[config.mk]
export PLATFORM = sky130hd
export DESIGN_NAME = uart_rx_flat
export DESIGN_NICKNAME = d
export VERILOG_FILES = /design/src/rtl/uart_rx_if.sv /design/src/rtl/uart_rx.sv /design/src/flat_wrapper.sv
export SDC_FILE = /design/constraint.sdc
export NUM_CORES = 1
export LEC_CHECK = 0
export BUFFER_PORTS_ARGS = -buffer_cell sky130_fd_sc_hd__buf_2
export CELL_PAD_IN_SITES_DETAIL_PLACEMENT = 0
export CELL_PAD_IN_SITES_GLOBAL_PLACEMENT = 1
export CORE_MARGIN = 2
export CORE_UTILIZATION = 25
export CTS_CLUSTER_SIZE = 8
export DETAILED_ROUTE_END_ITERATION = 8
export GPL_TIMING_DRIVEN = 0
export MAX_ROUTING_LAYER = met4
export PLACE_DENSITY_LB_ADDON = 0.25
export REMOVE_ABC_BUFFERS = 1
export SYNTH_ARGS = -nofsm -noshare
export SYNTH_HDL_FRONTEND = slang
export SYNTH_SLANG_ARGS = --single-unit
[constraint.sdc]
create_clock -name clk -period 3.8 [get_ports clk]
set_clock_uncertainty 0.05 [all_clocks]
set_input_delay 0.19 -clock clk [delete_from_list [all_inputs] [get_ports clk]]
set_output_delay 0.19 -clock clk [all_outputs]
set_load 0.1 [all_outputs]
[src/rtl/uart_rx_if.sv]
`default_nettype none
// ============================================================================
// uart_rx_if : serial line, frame setup and received-byte bundle for uart_rx
// Rev 1.0
// ============================================================================
interface uart_rx_if;
   logic       rxd;
   logic [1:0] parity_mode;
   logic [7:0] data_out;
   logic       rx_valid;
   logic       parity_err;
   logic       frame_err;
   logic       busy;

   modport master (
      output rxd, parity_mode,
      input  data_out, rx_valid, parity_err, frame_err, busy
   );

   modport slave (
      input  rxd, parity_mode,
      output data_out, rx_valid, parity_err, frame_err, busy
   );
endinterface
`default_nettype wire

[src/rtl/uart_rx.sv]
`default_nettype none
// ============================================================================
// uart_rx : 8N1/8E1/8O1 UART receiver with 2-flop line synchroniser
// Rev 1.0
// ============================================================================
module uart_rx #(
   parameter int CLKS_PER_BIT = 1
) (
   input wire      clk,
   input wire      rst_n,
   uart_rx_if.slave bus
);

   localparam int CNT_W = $clog2(CLKS_PER_BIT) + 1;
   localparam int MID   = (CLKS_PER_BIT - 1) / 2;
   localparam logic [CNT_W-1:0] C_LAST     = CNT_W'(CLKS_PER_BIT - 1);
   localparam logic [CNT_W-1:0] C_MID      = CNT_W'(MID);
   localparam logic [CNT_W-1:0] C_AFTER_T0 = (CLKS_PER_BIT == 1) ? '0 : CNT_W'(1);

   typedef enum logic [2:0] {
      S_IDLE      = 3'd0,
      S_START     = 3'd1,
      S_DATA      = 3'd2,
      S_PARITY    = 3'd3,
      S_STOP      = 3'd4,
      S_WAIT_IDLE = 3'd5
   } state_t;

   state_t           state;
   logic [1:0]       sync;
   logic [CNT_W-1:0] cnt;
   logic [2:0]       bit_cnt;
   logic [7:0]       shreg;
   logic [1:0]       mode;
   logic             par_err_q;

   logic rxd_s;
   logic sample;
   logic par_en;

   assign rxd_s  = sync[1];
   assign sample = (cnt == C_MID);
   assign par_en = mode[0] ^ mode[1];

   always_ff @(posedge clk or negedge rst_n) begin
      if (!rst_n) begin
         sync           <= 2'b11;
         state          <= S_IDLE;
         cnt            <= '0;
         bit_cnt        <= '0;
         shreg          <= '0;
         mode           <= '0;
         par_err_q      <= 1'b0;
         bus.data_out   <= '0;
         bus.rx_valid   <= 1'b0;
         bus.parity_err <= 1'b0;
         bus.frame_err  <= 1'b0;
         bus.busy       <= 1'b0;
      end else begin
         sync         <= {sync[0], bus.rxd};
         bus.rx_valid <= 1'b0;
         cnt          <= (cnt == C_LAST) ? '0 : cnt + CNT_W'(1);

         case (state)
            S_IDLE: begin
               // The detection cycle is phase 0 of the start bit.
               cnt <= C_AFTER_T0;
               if (!rxd_s) begin
                  mode     <= bus.parity_mode;
                  bus.busy <= 1'b1;
                  bit_cnt  <= '0;
                  // With a zero mid-point the start sample is this very cycle.
                  state    <= (C_MID == '0) ? S_DATA : S_START;
               end
            end

            S_START: begin
               if (sample) begin
                  if (rxd_s) begin
                     state    <= S_IDLE;
                     bus.busy <= 1'b0;
                  end else begin
                     state <= S_DATA;
                  end
               end
            end

            S_DATA: begin
               if (sample) begin
                  shreg   <= {rxd_s, shreg[7:1]};
                  bit_cnt <= bit_cnt + 3'd1;
                  if (bit_cnt == 3'd7) begin
                     state <= par_en ? S_PARITY : S_STOP;
                  end
               end
            end

            S_PARITY: begin
               if (sample) begin
                  // Odd mode (10) inverts the sense of the even check.
                  par_err_q <= (^shreg) ^ rxd_s ^ mode[1];
                  state     <= S_STOP;
               end
            end

            S_STOP: begin
               if (sample) begin
                  bus.data_out   <= shreg;
                  bus.parity_err <= par_en & par_err_q;
                  bus.frame_err  <= ~rxd_s;
                  bus.rx_valid   <= 1'b1;
                  if (rxd_s) begin
                     state    <= S_IDLE;
                     bus.busy <= 1'b0;
                  end else begin
                     state <= S_WAIT_IDLE;
                  end
               end
            end

            S_WAIT_IDLE: begin
               if (rxd_s) begin
                  state    <= S_IDLE;
                  bus.busy <= 1'b0;
               end
            end

            default: begin
               state    <= S_IDLE;
               bus.busy <= 1'b0;
            end
         endcase
      end
   end

endmodule
`default_nettype wire

[src/flat_wrapper.sv]
// flat-port wrapper written by rule: the top's interface ports become plain ports
module uart_rx_flat 
#(
   parameter int CLKS_PER_BIT = 1
)
  (clk, rst_n, bus_rxd, bus_parity_mode, bus_data_out, bus_rx_valid, bus_parity_err, bus_frame_err, bus_busy);
  uart_rx_if bus_i ();
  input wire clk;
  input wire rst_n;
  input wire logic [$bits(bus_i.rxd)-1:0] bus_rxd;
  input wire logic [$bits(bus_i.parity_mode)-1:0] bus_parity_mode;
  output wire logic [$bits(bus_i.data_out)-1:0] bus_data_out;
  output wire logic [$bits(bus_i.rx_valid)-1:0] bus_rx_valid;
  output wire logic [$bits(bus_i.parity_err)-1:0] bus_parity_err;
  output wire logic [$bits(bus_i.frame_err)-1:0] bus_frame_err;
  output wire logic [$bits(bus_i.busy)-1:0] bus_busy;
  assign bus_i.rxd = bus_rxd;
  assign bus_i.parity_mode = bus_parity_mode;
  assign bus_data_out = bus_i.data_out;
  assign bus_rx_valid = bus_i.rx_valid;
  assign bus_parity_err = bus_i.parity_err;
  assign bus_frame_err = bus_i.frame_err;
  assign bus_busy = bus_i.busy;
  uart_rx #(.CLKS_PER_BIT(CLKS_PER_BIT)) u_core (.clk(clk), .rst_n(rst_n), .bus(bus_i));
endmodule
; After elaboration in Yosys (flattened, before gate mapping)
; Cells that the tools add are included.
[totals]
regBits = 32
input_bits = 5
out_inout_bits = 12
elab_cells = 69
[classes]
n_addsub = 2
n_eq_ne = 14
muxes = 22
bitwise = 7
n_reduce_logical = 12
[ops]
columns = cell, n
row1 = 2-to-1 mux 3 bit, 11
row2 = case mux 3 bit (6 select lines), 1
row3 = "inequality test 2 bit, second input constant", 6
row4 = "equality test 3 bit, second input constant", 3
row5 = AND reduction 2 bit, 4
row6 = parity 8 bit, 1
row7 = 2-to-1 mux 1 bit, 7
row8 = AND reduction 7 bit, 1
row9 = "equality test 3 x 2 -> 1 bit, second input constant", 2
row10 = case mux 3 bit (2 select lines), 1
row11 = AND reduction 3 bit, 2
row12 = "inequality test 2 x 1 -> 1 bit, second input constant", 2
row13 = case mux 1 bit (4 select lines), 1
row14 = OR reduction 2 bit, 2
row15 = "adder 3 x 1 -> 3 bit, second input constant", 1
row16 = "equality test 3 x 1 -> 1 bit, second input constant", 1
row17 = zero test 3 bit, 1
row18 = NOT 1 bit, 3
row19 = XOR 1 bit, 3
row20 = 2-to-1 mux 2 bit, 1
row21 = nonzero test 2 bit, 1
row22 = "adder 1 bit, second input constant", 1
row23 = AND 1 bit, 1

; Longest topological paths before layout
; Gate-level depths: netlist of run 1.
[depth]
ltp_word = 5
depth_mapped = 5
mapped_depth_nobuf = 5

; Worst setup path after synthesis of run 1
; Ideal clock, no wire load.
[synth_timing]
path_type = register to register
from = register u_core.state[2]
to = register u_core.shreg[1]
setup_ns = 0.125
arrival_ns = 1.200
t_required_ns = 3.625
setup_slack_ns = 2.426
stages_incl_launch_ff = 5
n_path_buf = 1
synth_period_minus_slack_ns = 1.374
cell_sequence = dfrtp_1 nand2b_1 nor2_2 buf_4 mux2_2
[synth_via]
elab_chain_len = 2
[synth_rtl]
columns = element, line_no
row1 = "start, declared", uart_rx.sv:29  ; state_t state;
row2 = "start signal, assigned", uart_rx.sv:73  ; state <= (C_MID == '0) ? S_DATA : S_START;
row3 = "start signal, assigned", uart_rx.sv:93  ; state <= par_en ? S_PARITY : S_STOP;
row4 = equality test 3 x 2 -> 1 bit, uart_rx.sv:64  ; case (state)
row5 = AND reduction 2 bit (no source line), --
row6 = "end signal, assigned", uart_rx.sv:90  ; shreg <= {rxd_s, shreg[7:1]};
row7 = "end, declared", uart_rx.sv:33  ; logic [7:0] shreg;
; Every way passes these cells.
; A chain may end at the register's enable or synchronous reset.

; Final worst setup path of run 1
[layout_timing]
from = register u_core.state[1]
to = register u_core.bus.data_out[4]
[layout_via]
elab_chain_len = 2
[layout_rtl]
columns = element, line_no
row1 = equality test 3 bit, uart_rx.sv:64
row2 = AND reduction 2 bit (no source line), --
row3 = "end signal, assigned", uart_rx.sv:108  ; bus.data_out <= shreg;
row4 = "end, declared", uart_rx_if.sv:22  ; output data_out, rx_valid, parity_err, frame_err, busy
; Every way passes these cells.

==> results_tabular.tex, run 1 <==
\begin{tabular}{lr}
\hline
Metric & Value \\
\hline
\multicolumn{2}{l}{\textbf{Clock network}} \\
\quad Total number of H-tree levels & 2 \\
\quad CTS hold repair buffers & 2 \\
\quad CTS Sinks & 31 \\
\quad Clock tree from TritonCTS & done \\
\quad Clk Latency, worst-skew pair & 0.27 ns \\
\quad Cts bufs inserted & 5 \\
\quad Post CTS Setup Buffer Count & 0 \\
\quad Clock slew at the register clock pins of the worst setup and hold paths & 0.06 ns \\
\quad Buffer cell driving the clock tree root & sky130\_fd\_sc\_hd\_\_clkbuf\_8 \\
\quad Number of gates given a new drive strength after cts & 0 \\
\quad Clock Tree Buf Depth & 2 \\
\multicolumn{2}{l}{\textbf{Synth}} \\
\quad Area of the mapped netlist & 0.00129 mm\^{}2 \\
\quad Sequential fraction of the synthesis area & 60.2\% \\
\quad Library cell with the largest summed area after synthesis & sky130\_fd\_sc\_hd\_\_dfrtp\_1 \\
\quad Cell variety after synth & 21 \\
\quad Dominant cells by area after synthesis & sky130\_fd\_sc\_hd\_\_dfrtp\_1 56\%, sky130\_fd\_sc\_hd\_\_mux2\_2 17\%, sky130\_fd\_sc\_hd\_\_xnor2\_1 4.7\% \\
\quad Post-Synthesis Cells & 92 \\
\quad Number of synthesized register bits & 31 \\
\quad Area share of the largest cell type after synthesis & 56.1\% \\
\quad Mapped Avg Cell Area & 14.1 um\^{}2 \\
\quad Yosys synthesis warning count & 0 \\
\multicolumn{2}{l}{\textbf{Floorplan}} \\
\quad Height of the die & 75.9 um \\
\quad Core Box Area & 0.00504 mm\^{}2 \\
\quad Initial standard-cell utilization of the core & 25.7\% \\
\quad Placement row count & 26 \\
\quad Die area & 0.00577 mm\^{}2 \\
\quad Horiz. Die Dim & 75.9 um \\
\quad Top-Level Pins & 17 \\
\multicolumn{2}{l}{\textbf{STA}} \\
\quad Final Hold Viols & 0 \\
\quad Setup violation total in the final timing report & 0 \\
\quad Count of final max-slew check failures & 0 \\
\quad Post-route setup TNS & 0 ns \\
\quad Final worst slack & 1.94 ns \\
\quad Maximum frequency from static timing analysis & 536 MHz \\
\quad Transition time of the tightest slew-check pin & 0.951 ns \\
\quad Fraction of the cycle the final worst path needs & 49.1\% \\
\quad Worst slew margin relative to its limit & 36.3\% \\
\quad Setup repair after global routing missed its margin & false \\
\quad Minimum clock period & 1.86 ns \\
\multicolumn{2}{l}{\textbf{Critical path}} \\
\quad Slowest stage cell on the critical path & sky130\_fd\_sc\_hd\_\_nor3b\_2 \\
\quad Cells along the critical path & nor3b\_2 -> mux2\_2 \\
\quad Data required time of the worst path & 3.91 ns \\
\quad Crit path launch type & flip-flop \\
\quad Arrival time at the worst endpoint & 1.97 ns \\
\quad Type of the worst setup path & reg2reg \\
\quad Maximum fanout along the worst path & 12 \\
\quad Stage delay of the slowest cell on the critical path & 0.82 ns \\
\quad CP Capture Type & flip-flop \\
\multicolumn{2}{l}{\textbf{Final layout}} \\
\quad Util after Layout & 31.1\% \\
\quad Area overhead of the layout relative to synthesis & 21.1\% \\
\quad Fraction of final layout cells sized beyond drive strength 1 & 40.5\% \\
\quad Net total in the final layout & 122 \\
\quad Final antenna diode count & 0 \\
\multicolumn{2}{l}{\textbf{Placed design}} \\
\quad Number of port buffers & 16 \\
\quad Post-placement setup slack & 1.88 ns \\
\quad Half-perimeter wire length of the detailed placement result & 1.51 mm \\
\quad GPL Wtd Cong & 0.812 \\
\multicolumn{2}{l}{\textbf{GRT}} \\
\quad Via count of the first global-routing pass & 747 \\
\quad Remaining global-route overflow & 0 \\
\quad First-pass GRT wire length & 3.66 mm \\
\quad Combined global-route utilization of all metal layers & 8.50\% \\
\quad Initial antenna violation count & 0 \\
\quad Largest net degree at the start of global routing & 32 \\
\multicolumn{2}{l}{\textbf{Drt}} \\
\quad Drt first-iter violations & 14 \\
\quad DRC Markers & 0 \\
\quad DR vias/cell & 4.10 \\
\quad Sum of routed wire length over all layers & 2.16 mm \\
\quad Via total after detailed routing & 763 \\
\quad First-pass detailed-route iteration total & 4 \\
\quad Routed wirelength normalized by instance count & 11.6 um \\
\quad Number of nets still failing antenna checks after routing & 0 \\
\multicolumn{2}{l}{\textbf{Run status}} \\
\quad Outcome & finished, final reports clean \\
\multicolumn{2}{l}{\textbf{Job}} \\
\quad Maxcap violations & 0 \\
\multicolumn{2}{l}{\textbf{Worst hold path}} \\
\quad Worst hold path type & in2reg \\
\hline
\end{tabular}
## cells in the final DEF (no fill, tap or decap), types with 3 or more instances in the layout
cell                       instances
sky130_fd_sc_hd__dfrtp_1          29
sky130_fd_sc_hd__nand2_1           4
sky130_fd_sc_hd__xnor2_1           7
sky130_fd_sc_hd__clkbuf_8          7
sky130_fd_sc_hd__mux2_2           20
sky130_fd_sc_hd__o21ai_0           4
sky130_fd_sc_hd__nor2_1            3
sky130_fd_sc_hd__buf_2            16
## registers in the layout, indices dropped and copies added (netlist names), 2 cells and up
| register | flops |
|---|---|
| u_core.sync | 2 |
| u_core.state | 3 |
| u_core.bus.data_out | 8 |
| u_core.shreg | 8 |
| u_core.mode | 2 |
| u_core.bit_cnt | 3 |
## Yosys cell counts
| library cell | n |
|---|---|
| sky130_fd_sc_hd__a21oi_1 | 2 |
| sky130_fd_sc_hd__a22o_1 | 2 |
| sky130_fd_sc_hd__buf_4 | 2 |
| sky130_fd_sc_hd__dfrtp_1 | 29 |
| sky130_fd_sc_hd__dfstp_2 | 2 |
| sky130_fd_sc_hd__ha_1 | 2 |
| sky130_fd_sc_hd__inv_1 | 2 |
| sky130_fd_sc_hd__mux2_2 | 20 |
| sky130_fd_sc_hd__nand2_1 | 4 |
| sky130_fd_sc_hd__nand2b_1 | 2 |
| sky130_fd_sc_hd__nand3_1 | 2 |
| sky130_fd_sc_hd__nand3b_1 | 2 |
| sky130_fd_sc_hd__nor2_1 | 3 |
| sky130_fd_sc_hd__nor2_2 | 1 |
| sky130_fd_sc_hd__nor3b_2 | 1 |
| sky130_fd_sc_hd__nor4_1 | 1 |
| sky130_fd_sc_hd__o21ai_0 | 4 |
| sky130_fd_sc_hd__o21ai_1 | 1 |
| sky130_fd_sc_hd__xnor2_1 | 7 |
| sky130_fd_sc_hd__xnor3_1 | 1 |
| sky130_fd_sc_hd__xor2_1 | 2 |
## stage by stage
stage | instances | hold WS [ns] | cell area (um^2)
after floorplan | 90 | -0.156 | 1280
after global placement | 176 | 0.224 | 1450
after detailed placement | 176 | 0.240 | 1450
after CTS | 186 | 0.0892 | 1570
after global routing | 186 | 0.0964 | 1570
final | 186 | 0.100 | 1570
## critical path: cells and delay by family (launching register included)
| kind | cells | cell delay, ns |
|---|---|---|
| simple gates | 1 | 0.82 |
| flops | 1 | 0.46 |
| mux | 1 | 0.42 |
## layer usage
layer  track usage (%)  wire length, um  vias up
li1                  -                -      366
met1              10.1              988      378
met2              12.9             1040       14
met3              3.21               87        5
met4              3.82               46        0
met5                 -                0        -
## final timing paths
check                                             from  slack [ns]                            endpoint  cells past startpoint
min reg2reg                   u_core.sync[0]$_DFF_PN1_        0.31            u_core.sync[1]$_DFF_PN1_                      0
min                                 bus_parity_mode[0]        0.10          u_core.mode[0]$_DFFE_PN0P_                      2
min in group asynchronous                        rst_n        0.44         u_core.state[2]$_DFFE_PN0P_                      2
max in group asynchronous                        rst_n        2.83       u_core.bit_cnt[0]$_DFFE_PN0P_                      2
max                        u_core.state[1]$_DFFE_PN0P_        1.94  u_core.bus.data_out[4]$_DFFE_PN0N_                      2
max reg2reg                u_core.state[1]$_DFFE_PN0P_        1.94  u_core.bus.data_out[4]$_DFFE_PN0N_                      2
## kinds of logic (layout without fill, tap and decap cells)
group	after synthesis	after routing	share of synthesized area (%)
multiplexers	20	20	17.4
AND/OR/NAND/NOR	16	16	6.87
buffers and inverters	4	28	1.74
AO/OA/AOI/OAI	9	9	4.06
adder cells (fa/ha/maj)	2	2	1.93
XOR/XNOR	10	10	7.83
flip-flops	31	31	60.2
## area by class of cell
type                       count  area (um^2)
inverter                       2         7.51
fill                         530         3480
sequential                    31          778
clock buffer                   8          100
timing repair buffer          18          100
multi-input combinational     57          493
tap                           70         87.6
Power of run 1 is not shown: default switching activity piles up to over one toggle a cycle in this logic, so the estimate is an artifact.
==> run 2: changes to the inputs <==
clock period = 1.8 ns   (was 3.8 ns; I/O delays follow)
==> results_tabular.tex, run 2 (same netlist as run 1, synthesis figures left out) <==
\begin{tabular}{lr}
\hline
Metric & Value \\
\hline
\multicolumn{2}{l}{\textbf{Floorplan}} \\
\quad Core Box Area & 0.00504 mm\^{}2 (unchanged) \\
\quad Placement row count & 26 (unchanged) \\
\quad Height of the die & 75.9 um (unchanged) \\
\quad Horiz. Die Dim & 75.9 um (unchanged) \\
\quad Initial standard-cell utilization of the core & 25.7\% (unchanged) \\
\quad Top-Level Pins & 17 (unchanged) \\
\quad Die area & 0.00577 mm\^{}2 (unchanged) \\
\multicolumn{2}{l}{\textbf{Clock network}} \\
\quad Cts bufs inserted & 5 (unchanged) \\
\quad Total number of H-tree levels & 2 (unchanged) \\
\quad Clock slew at the register clock pins of the worst setup and hold paths & 0.06 ns (about the same) \\
\quad Buffer cell driving the clock tree root & sky130\_fd\_sc\_hd\_\_clkbuf\_8 \\
\quad Clock Tree Buf Depth & 2 (unchanged) \\
\quad Clock tree from TritonCTS & done \\
\quad CTS Sinks & 31 (unchanged) \\
\quad Clk Latency, worst-skew pair & 0.27 ns (about the same) \\
\multicolumn{2}{l}{\textbf{Drt}} \\
\quad Number of nets still failing antenna checks after routing & 0 (unchanged) \\
\quad DRC Markers & 0 (unchanged) \\
\quad First-pass detailed-route iteration total & 4 (unchanged) \\
\quad Routed wirelength normalized by instance count & 11.8 um (+1.2\%) \\
\quad Via total after detailed routing & 771 (+1.0\%) \\
\quad Sum of routed wire length over all layers & 2.21 mm (+2.3\%) \\
\quad DR vias/cell & 4.10 (about the same) \\
\quad Drt first-iter violations & 16 (+2) \\
\multicolumn{2}{l}{\textbf{Critical path}} \\
\quad Crit path capture & u\_core.bus.data\_out[4]\$\_DFFE\_PN0N\_ \\
\quad Maximum fanout along the worst path & 12 (unchanged) \\
\quad R2R Path End & u\_core.bus.data\_out[4]\$\_DFFE\_PN0N\_ \\
\quad CP Launch Point & u\_core.state[1]\$\_DFFE\_PN0P\_ \\
\quad CP Capture Type & flip-flop \\
\quad Type of the worst setup path & reg2reg \\
\quad Crit path launch type & flip-flop \\
\quad Register-to-register path setup slack & 0.14 ns (-1.80 ns) \\
\quad Arrival time at the worst endpoint & 1.77 ns (-0.20 ns) \\
\quad Number of cells traversed by the worst register-to-register path & 2 (unchanged) \\
\quad Data required time of the worst path & 1.91 ns (-2.00 ns) \\
\quad Startpoint of the lowest-slack register-to-register path & u\_core.state[1]\$\_DFFE\_PN0P\_ \\
\multicolumn{2}{l}{\textbf{STA}} \\
\quad Setup repair after global routing missed its margin & false \\
\quad Setup violation total in the final timing report & 0 (unchanged) \\
\quad Post-route setup TNS & 0 ns (unchanged) \\
\quad Transition time of the tightest slew-check pin & 0.681 ns (-0.270 ns) \\
\quad Maximum frequency from static timing analysis & 602 MHz (+12\%) \\
\quad Worst slew margin relative to its limit & 54.6\% (+18 points) \\
\quad Minimum clock period & 1.66 ns (-0.204 ns) \\
\quad Final Hold Viols & 0 (unchanged) \\
\quad Count of final max-slew check failures & 0 (unchanged) \\
\quad Fraction of the cycle the final worst path needs & 92.3\% (+43 points) \\
\multicolumn{2}{l}{\textbf{Final layout}} \\
\quad Commonest non-fill, non-tap cell in the layout & sky130\_fd\_sc\_hd\_\_dfrtp\_1 \\
\quad Final antenna diode count & 0 (unchanged) \\
\quad Area overhead of the layout relative to synthesis & 23.5\% \\
\quad Commonest cells after routing, fill and taps aside & 29 x sky130\_fd\_sc\_hd\_\_dfrtp\_1, 20 x sky130\_fd\_sc\_hd\_\_mux2\_2, 16 x sky130\_fd\_sc\_hd\_\_buf\_2 \\
\quad Final-layout fill cell count & 528 (-0.38\%) \\
\quad Multi-input gate area in the final layout & 504 um\^{}2 (+2.3\%) \\
\quad Largest registers & u\_core.bus.data\_out: 8 flops, u\_core.shreg: 8 flops \\
\quad Fraction of final layout cells sized beyond drive strength 1 & 39.8\% (-0.69 points) \\
\quad Net total in the final layout & 124 (+1.6\%) \\
\quad Footprint of the flip-flops and latches & 778 um\^{}2 (unchanged) \\
\quad Final non-filler cell area & 0.00160 mm\^{}2 (+2.0\%) \\
\multicolumn{2}{l}{\textbf{GRT}} \\
\quad Largest net degree at the start of global routing & 32 (unchanged) \\
\quad Via count of the first global-routing pass & 756 (+1.2\%) \\
\quad Remaining global-route overflow & 0 (unchanged) \\
\quad Initial antenna violation count & 0 (unchanged) \\
\quad First-pass GRT wire length & 3.68 mm (+0.57\%) \\
\quad Combined global-route utilization of all metal layers & 8.60\% (+0.10 points) \\
\multicolumn{2}{l}{\textbf{Run status}} \\
\quad Outcome & finished, final reports clean \\
\multicolumn{2}{l}{\textbf{Placed design}} \\
\quad Placed standard-cell area & 0.00145 mm\^{}2 (unchanged) \\
\quad GPL Wtd Cong & 0.812 (unchanged) \\
\quad Half-perimeter wire length of the detailed placement result & 1.51 mm (unchanged) \\
\quad Number of port buffers & 16 (unchanged) \\
\multicolumn{2}{l}{\textbf{Worst hold path}} \\
\quad Worst hold path type & reg2reg \\
\multicolumn{2}{l}{\textbf{Job}} \\
\quad Maxcap violations & 0 (unchanged) \\
\hline
\end{tabular}
run 2: layout make-up:
type | count | share of cell area [%]
Timing Repair Buffer | 20 | 7.52
Sequential cell | 31 | 48.7
Tap cell | 70 | 5.48
Inverter | 2 | 0.470
Multi-Input combinational cell | 57 | 31.6
Clock buffer | 8 | 6.26
run 2: metal layers:
layer	part of all wire, %	GRT usage (%)	vias up
met5	0	-	-
met4	2.1	3.82	0
met3	3.8	3.21	5
met2	48	13.3	14
met1	46	10.0	385
li1	-	-	367
run 2: critical path, cell delays in order, from the launching register on:
cell and delay, ns:
sky130_fd_sc_hd__dfrtp_1 0.47, sky130_fd_sc_hd__nor3b_4 0.61, sky130_fd_sc_hd__mux2_2 0.41
run 2: per-stage QoR:
step           std cells  worst slack (ns)  hold slack (ns)  util (%)
2_1_floorplan         90             0.260           -0.256         -
3_3_place_gp         176           -0.0760            0.124      28.7
3_5_place_dp         176            -0.123            0.140      28.7
4_1_cts              188            0.0832            0.306      31.6
5_1_grt              188            0.0403            0.311      31.7
6_report             188             0.139            0.306      31.7
run 2: worst min-delay path by stage:
stage                                         from                               end  slack (ns)  cells after the start
after floorplan                              rst_n     u_core.bit_cnt[0]$_DFFE_PN0P_       -0.26                      0
after global placement                       rst_n       u_core.state[1]$_DFFE_PN0P_        0.12                      1
after detailed placement                     rst_n  u_core.bus.frame_err$_DFFE_PN0N_        0.14                      1
after CTS                 u_core.sync[0]$_DFF_PN1_          u_core.sync[1]$_DFF_PN1_        0.31                      0
after global routing      u_core.sync[0]$_DFF_PN1_          u_core.sync[1]$_DFF_PN1_        0.31                      0
final                     u_core.sync[0]$_DFF_PN1_          u_core.sync[1]$_DFF_PN1_        0.31                      0
run 2: what timing repair did:
action | in CTS | in global routing
hold buffers | 4 | 0
gates resized for setup | 1 | 1
hold endpoints to repair | 32 | 0
buffers inserted | 0 | 0
endpoints found under the setup margin | 9 | 6
Power of run 2 is left out for the same reason.
==> run 3: changes to the inputs <==
CELL_PAD_IN_SITES_DETAIL_PLACEMENT = default   (was 0)
CELL_PAD_IN_SITES_GLOBAL_PLACEMENT = default   (was 1)
==> results_tabular.tex, run 3 (same netlist as run 1, synthesis figures left out) <==
\begin{tabular}{lr}
\hline
Metric & Value \\
\hline
\multicolumn{2}{l}{\textbf{Final layout}} \\
\quad Largest registers & u\_core.bus.data\_out: 8 flops, u\_core.shreg: 8 flops \\
\quad Commonest non-fill, non-tap cell in the layout & sky130\_fd\_sc\_hd\_\_dfrtp\_1 \\
\quad Final-layout fill cell count & 523 (-0.95\%) \\
\quad Area overhead of the layout relative to synthesis & 23.1\% \\
\quad Final antenna diode count & 0 (unchanged) \\
\quad Fraction of final layout cells sized beyond drive strength 1 & 39.8\% (unchanged) \\
\quad Commonest cells after routing, fill and taps aside & 29 x sky130\_fd\_sc\_hd\_\_dfrtp\_1, 20 x sky130\_fd\_sc\_hd\_\_mux2\_2, 16 x sky130\_fd\_sc\_hd\_\_buf\_2 \\
\quad Net total in the final layout & 124 (unchanged) \\
\multicolumn{2}{l}{\textbf{Drt}} \\
\quad DR vias/cell & 4.05 (-1.3\%) \\
\quad Drt first-iter violations & 43 (+27) \\
\quad First-pass detailed-route iteration total & 4 (unchanged) \\
\quad Number of nets still failing antenna checks after routing & 0 (unchanged) \\
\quad Via total after detailed routing & 761 (-1.3\%) \\
\quad Routed wirelength normalized by instance count & 11.4 um (-2.8\%) \\
\quad DRC Markers & 0 (unchanged) \\
\quad Sum of routed wire length over all layers & 2.15 mm (-2.8\%) \\
\multicolumn{2}{l}{\textbf{STA}} \\
\quad Maximum frequency from static timing analysis & 600 MHz (-0.36\%) \\
\quad Final Hold Viols & 0 (unchanged) \\
\quad Setup violation total in the final timing report & 0 (unchanged) \\
\quad Count of final max-slew check failures & 0 (unchanged) \\
\quad Fraction of the cycle the final worst path needs & 92.6\% (+0.33 points) \\
\quad Transition time of the tightest slew-check pin & 0.703 ns (+0.0221 ns) \\
\quad Worst slew margin relative to its limit & 53.1\% (-1.5 points) \\
\quad Tightest hold margin & 0.305 ns (-0.000482 ns) \\
\quad Setup repair after global routing missed its margin & false \\
\quad Minimum clock period & 1.67 ns (+0.00602 ns) \\
\multicolumn{2}{l}{\textbf{Placed design}} \\
\quad GPL Wtd Cong & 0.640 (-21\%) \\
\quad Number of port buffers & 16 (unchanged) \\
\quad Half-perimeter wire length of the detailed placement result & 1.40 mm (-7.4\%) \\
\multicolumn{2}{l}{\textbf{Floorplan}} \\
\quad Top-Level Pins & 17 (unchanged) \\
\quad Die area & 0.00577 mm\^{}2 (unchanged) \\
\quad Initial standard-cell utilization of the core & 25.7\% (unchanged) \\
\quad Horiz. Die Dim & 75.9 um (unchanged) \\
\quad Height of the die & 75.9 um (unchanged) \\
\quad Core Box Area & 0.00504 mm\^{}2 (unchanged) \\
\quad Placement row count & 26 (unchanged) \\
\multicolumn{2}{l}{\textbf{GRT}} \\
\quad Initial antenna violation count & 0 (unchanged) \\
\quad Largest net degree at the start of global routing & 32 (unchanged) \\
\quad Remaining global-route overflow & 0 (unchanged) \\
\quad First-pass GRT wire length & 3.93 mm (+6.6\%) \\
\quad Via count of the first global-routing pass & 780 (+3.2\%) \\
\quad Combined global-route utilization of all metal layers & 9.00\% (+0.40 points) \\
\multicolumn{2}{l}{\textbf{Critical path}} \\
\quad Type of the worst setup path & reg2reg \\
\quad CP Capture Type & flip-flop \\
\quad Data required time of the worst path & 1.91 ns (about the same) \\
\quad Count of buffer and inverter cells on the critical path & 0 (unchanged) \\
\quad Slowest stage cell on the critical path & sky130\_fd\_sc\_hd\_\_nor2\_2 \\
\quad Cells along the critical path & nand2b\_1 -> nor2\_2 -> mux2\_2 \\
\quad CP delay by family, top & simple AND/OR/NAND/NOR gates \\
\quad Crit path launch type & flip-flop \\
\quad Maximum fanout along the worst path & 12 (unchanged) \\
\quad Stage delay of the slowest cell on the critical path & 0.46 ns (-0.15 ns) \\
\quad Arrival time at the worst endpoint & 1.78 ns (about the same) \\
\multicolumn{2}{l}{\textbf{Run status}} \\
\quad Outcome & finished, final reports clean \\
\multicolumn{2}{l}{\textbf{Worst hold path}} \\
\quad Worst hold path type & reg2reg \\
\multicolumn{2}{l}{\textbf{Clock network}} \\
\quad CTS Sinks & 31 (unchanged) \\
\quad Cts bufs inserted & 5 (unchanged) \\
\quad Buffer cell driving the clock tree root & sky130\_fd\_sc\_hd\_\_clkbuf\_8 \\
\quad Post CTS Setup Buffer Count & 0 (unchanged) \\
\quad Clock tree from TritonCTS & done \\
\quad Clk Latency, worst-skew pair & 0.28 ns (about the same) \\
\quad Clock slew at the register clock pins of the worst setup and hold paths & 0.06 ns (about the same) \\
\quad Total number of H-tree levels & 2 (unchanged) \\
\quad Clock Tree Buf Depth & 2 (unchanged) \\
\multicolumn{2}{l}{\textbf{Job}} \\
\quad Maxcap violations & 0 (unchanged) \\
\hline
\end{tabular}
[run 3: per-stage QoR]
stage          TNS (ns)  worst slack [ns]  area [um^2]  cells  util, %
3_5_place_dp      -1.19            -0.139         1450    176     28.7
3_3_place_gp     -0.785           -0.0890         1450    176     28.7
2_1_floorplan         0             0.260         1280     90        -
5_1_grt               0            0.0281         1590    188     31.6
6_report              0             0.133         1590    188     31.6
4_1_cts               0            0.0905         1590    188     31.6
[run 3: path summary, 6_finish.rpt]
check                                            start                       endpoint  slack [ns]  cells past startpoint
setup / recovery           u_core.state[2]$_DFFE_PN0P_    u_core.shreg[7]$_DFFE_PN0N_        0.13                      3
hold / removal                u_core.sync[0]$_DFF_PN1_       u_core.sync[1]$_DFF_PN1_        0.31                      0
setup reg to reg           u_core.state[2]$_DFFE_PN0P_    u_core.shreg[7]$_DFFE_PN0N_        0.13                      3
hold reg to reg               u_core.sync[0]$_DFF_PN1_       u_core.sync[1]$_DFF_PN1_        0.31                      0
max in group asynchronous                        rst_n    u_core.shreg[7]$_DFFE_PN0N_        0.90                      2
min in group asynchronous                        rst_n  u_core.bit_cnt[1]$_DFFE_PN0P_        0.35                      2
[run 3: final cells by class]
| class | instances | area [um^2] | share of cell area (%) |
|---|---|---|---|
| inverter | 2 | 7.51 | 0.471 |
| clock buffer | 8 | 100 | 6.28 |
| sequential | 31 | 778 | 48.9 |
| timing repair buffer | 20 | 120 | 7.54 |
| tap | 70 | 87.6 | 5.50 |
| multi-input combinational | 57 | 499 | 31.3 |
[run 3: what timing repair did]
action / in CTS / in global routing
endpoints found under the hold margin: 32 / 0
endpoints found under the setup margin: 9 / 0
gates resized for setup: 1 / 0
hold buffers: 4 / 0
[run 3: worst reg2reg max path, delay by kind of cell, from the launching register on]
family,cells,cell delay (ns)
simple gates,2,0.66
flops,1,0.44
mux,1,0.40
[run 3: layer usage]
metal | track usage, % | vias to the layer above | wire length [um]
met5 | - | - | 0
met4 | 4.36 | 0 | 51
met3 | 4.29 | 5 | 133
met2 | 12.1 | 15 | 901
met1 | 11.4 | 373 | 1060
li1 | - | 368 | -
Power of run 3 is left out for the same reason.
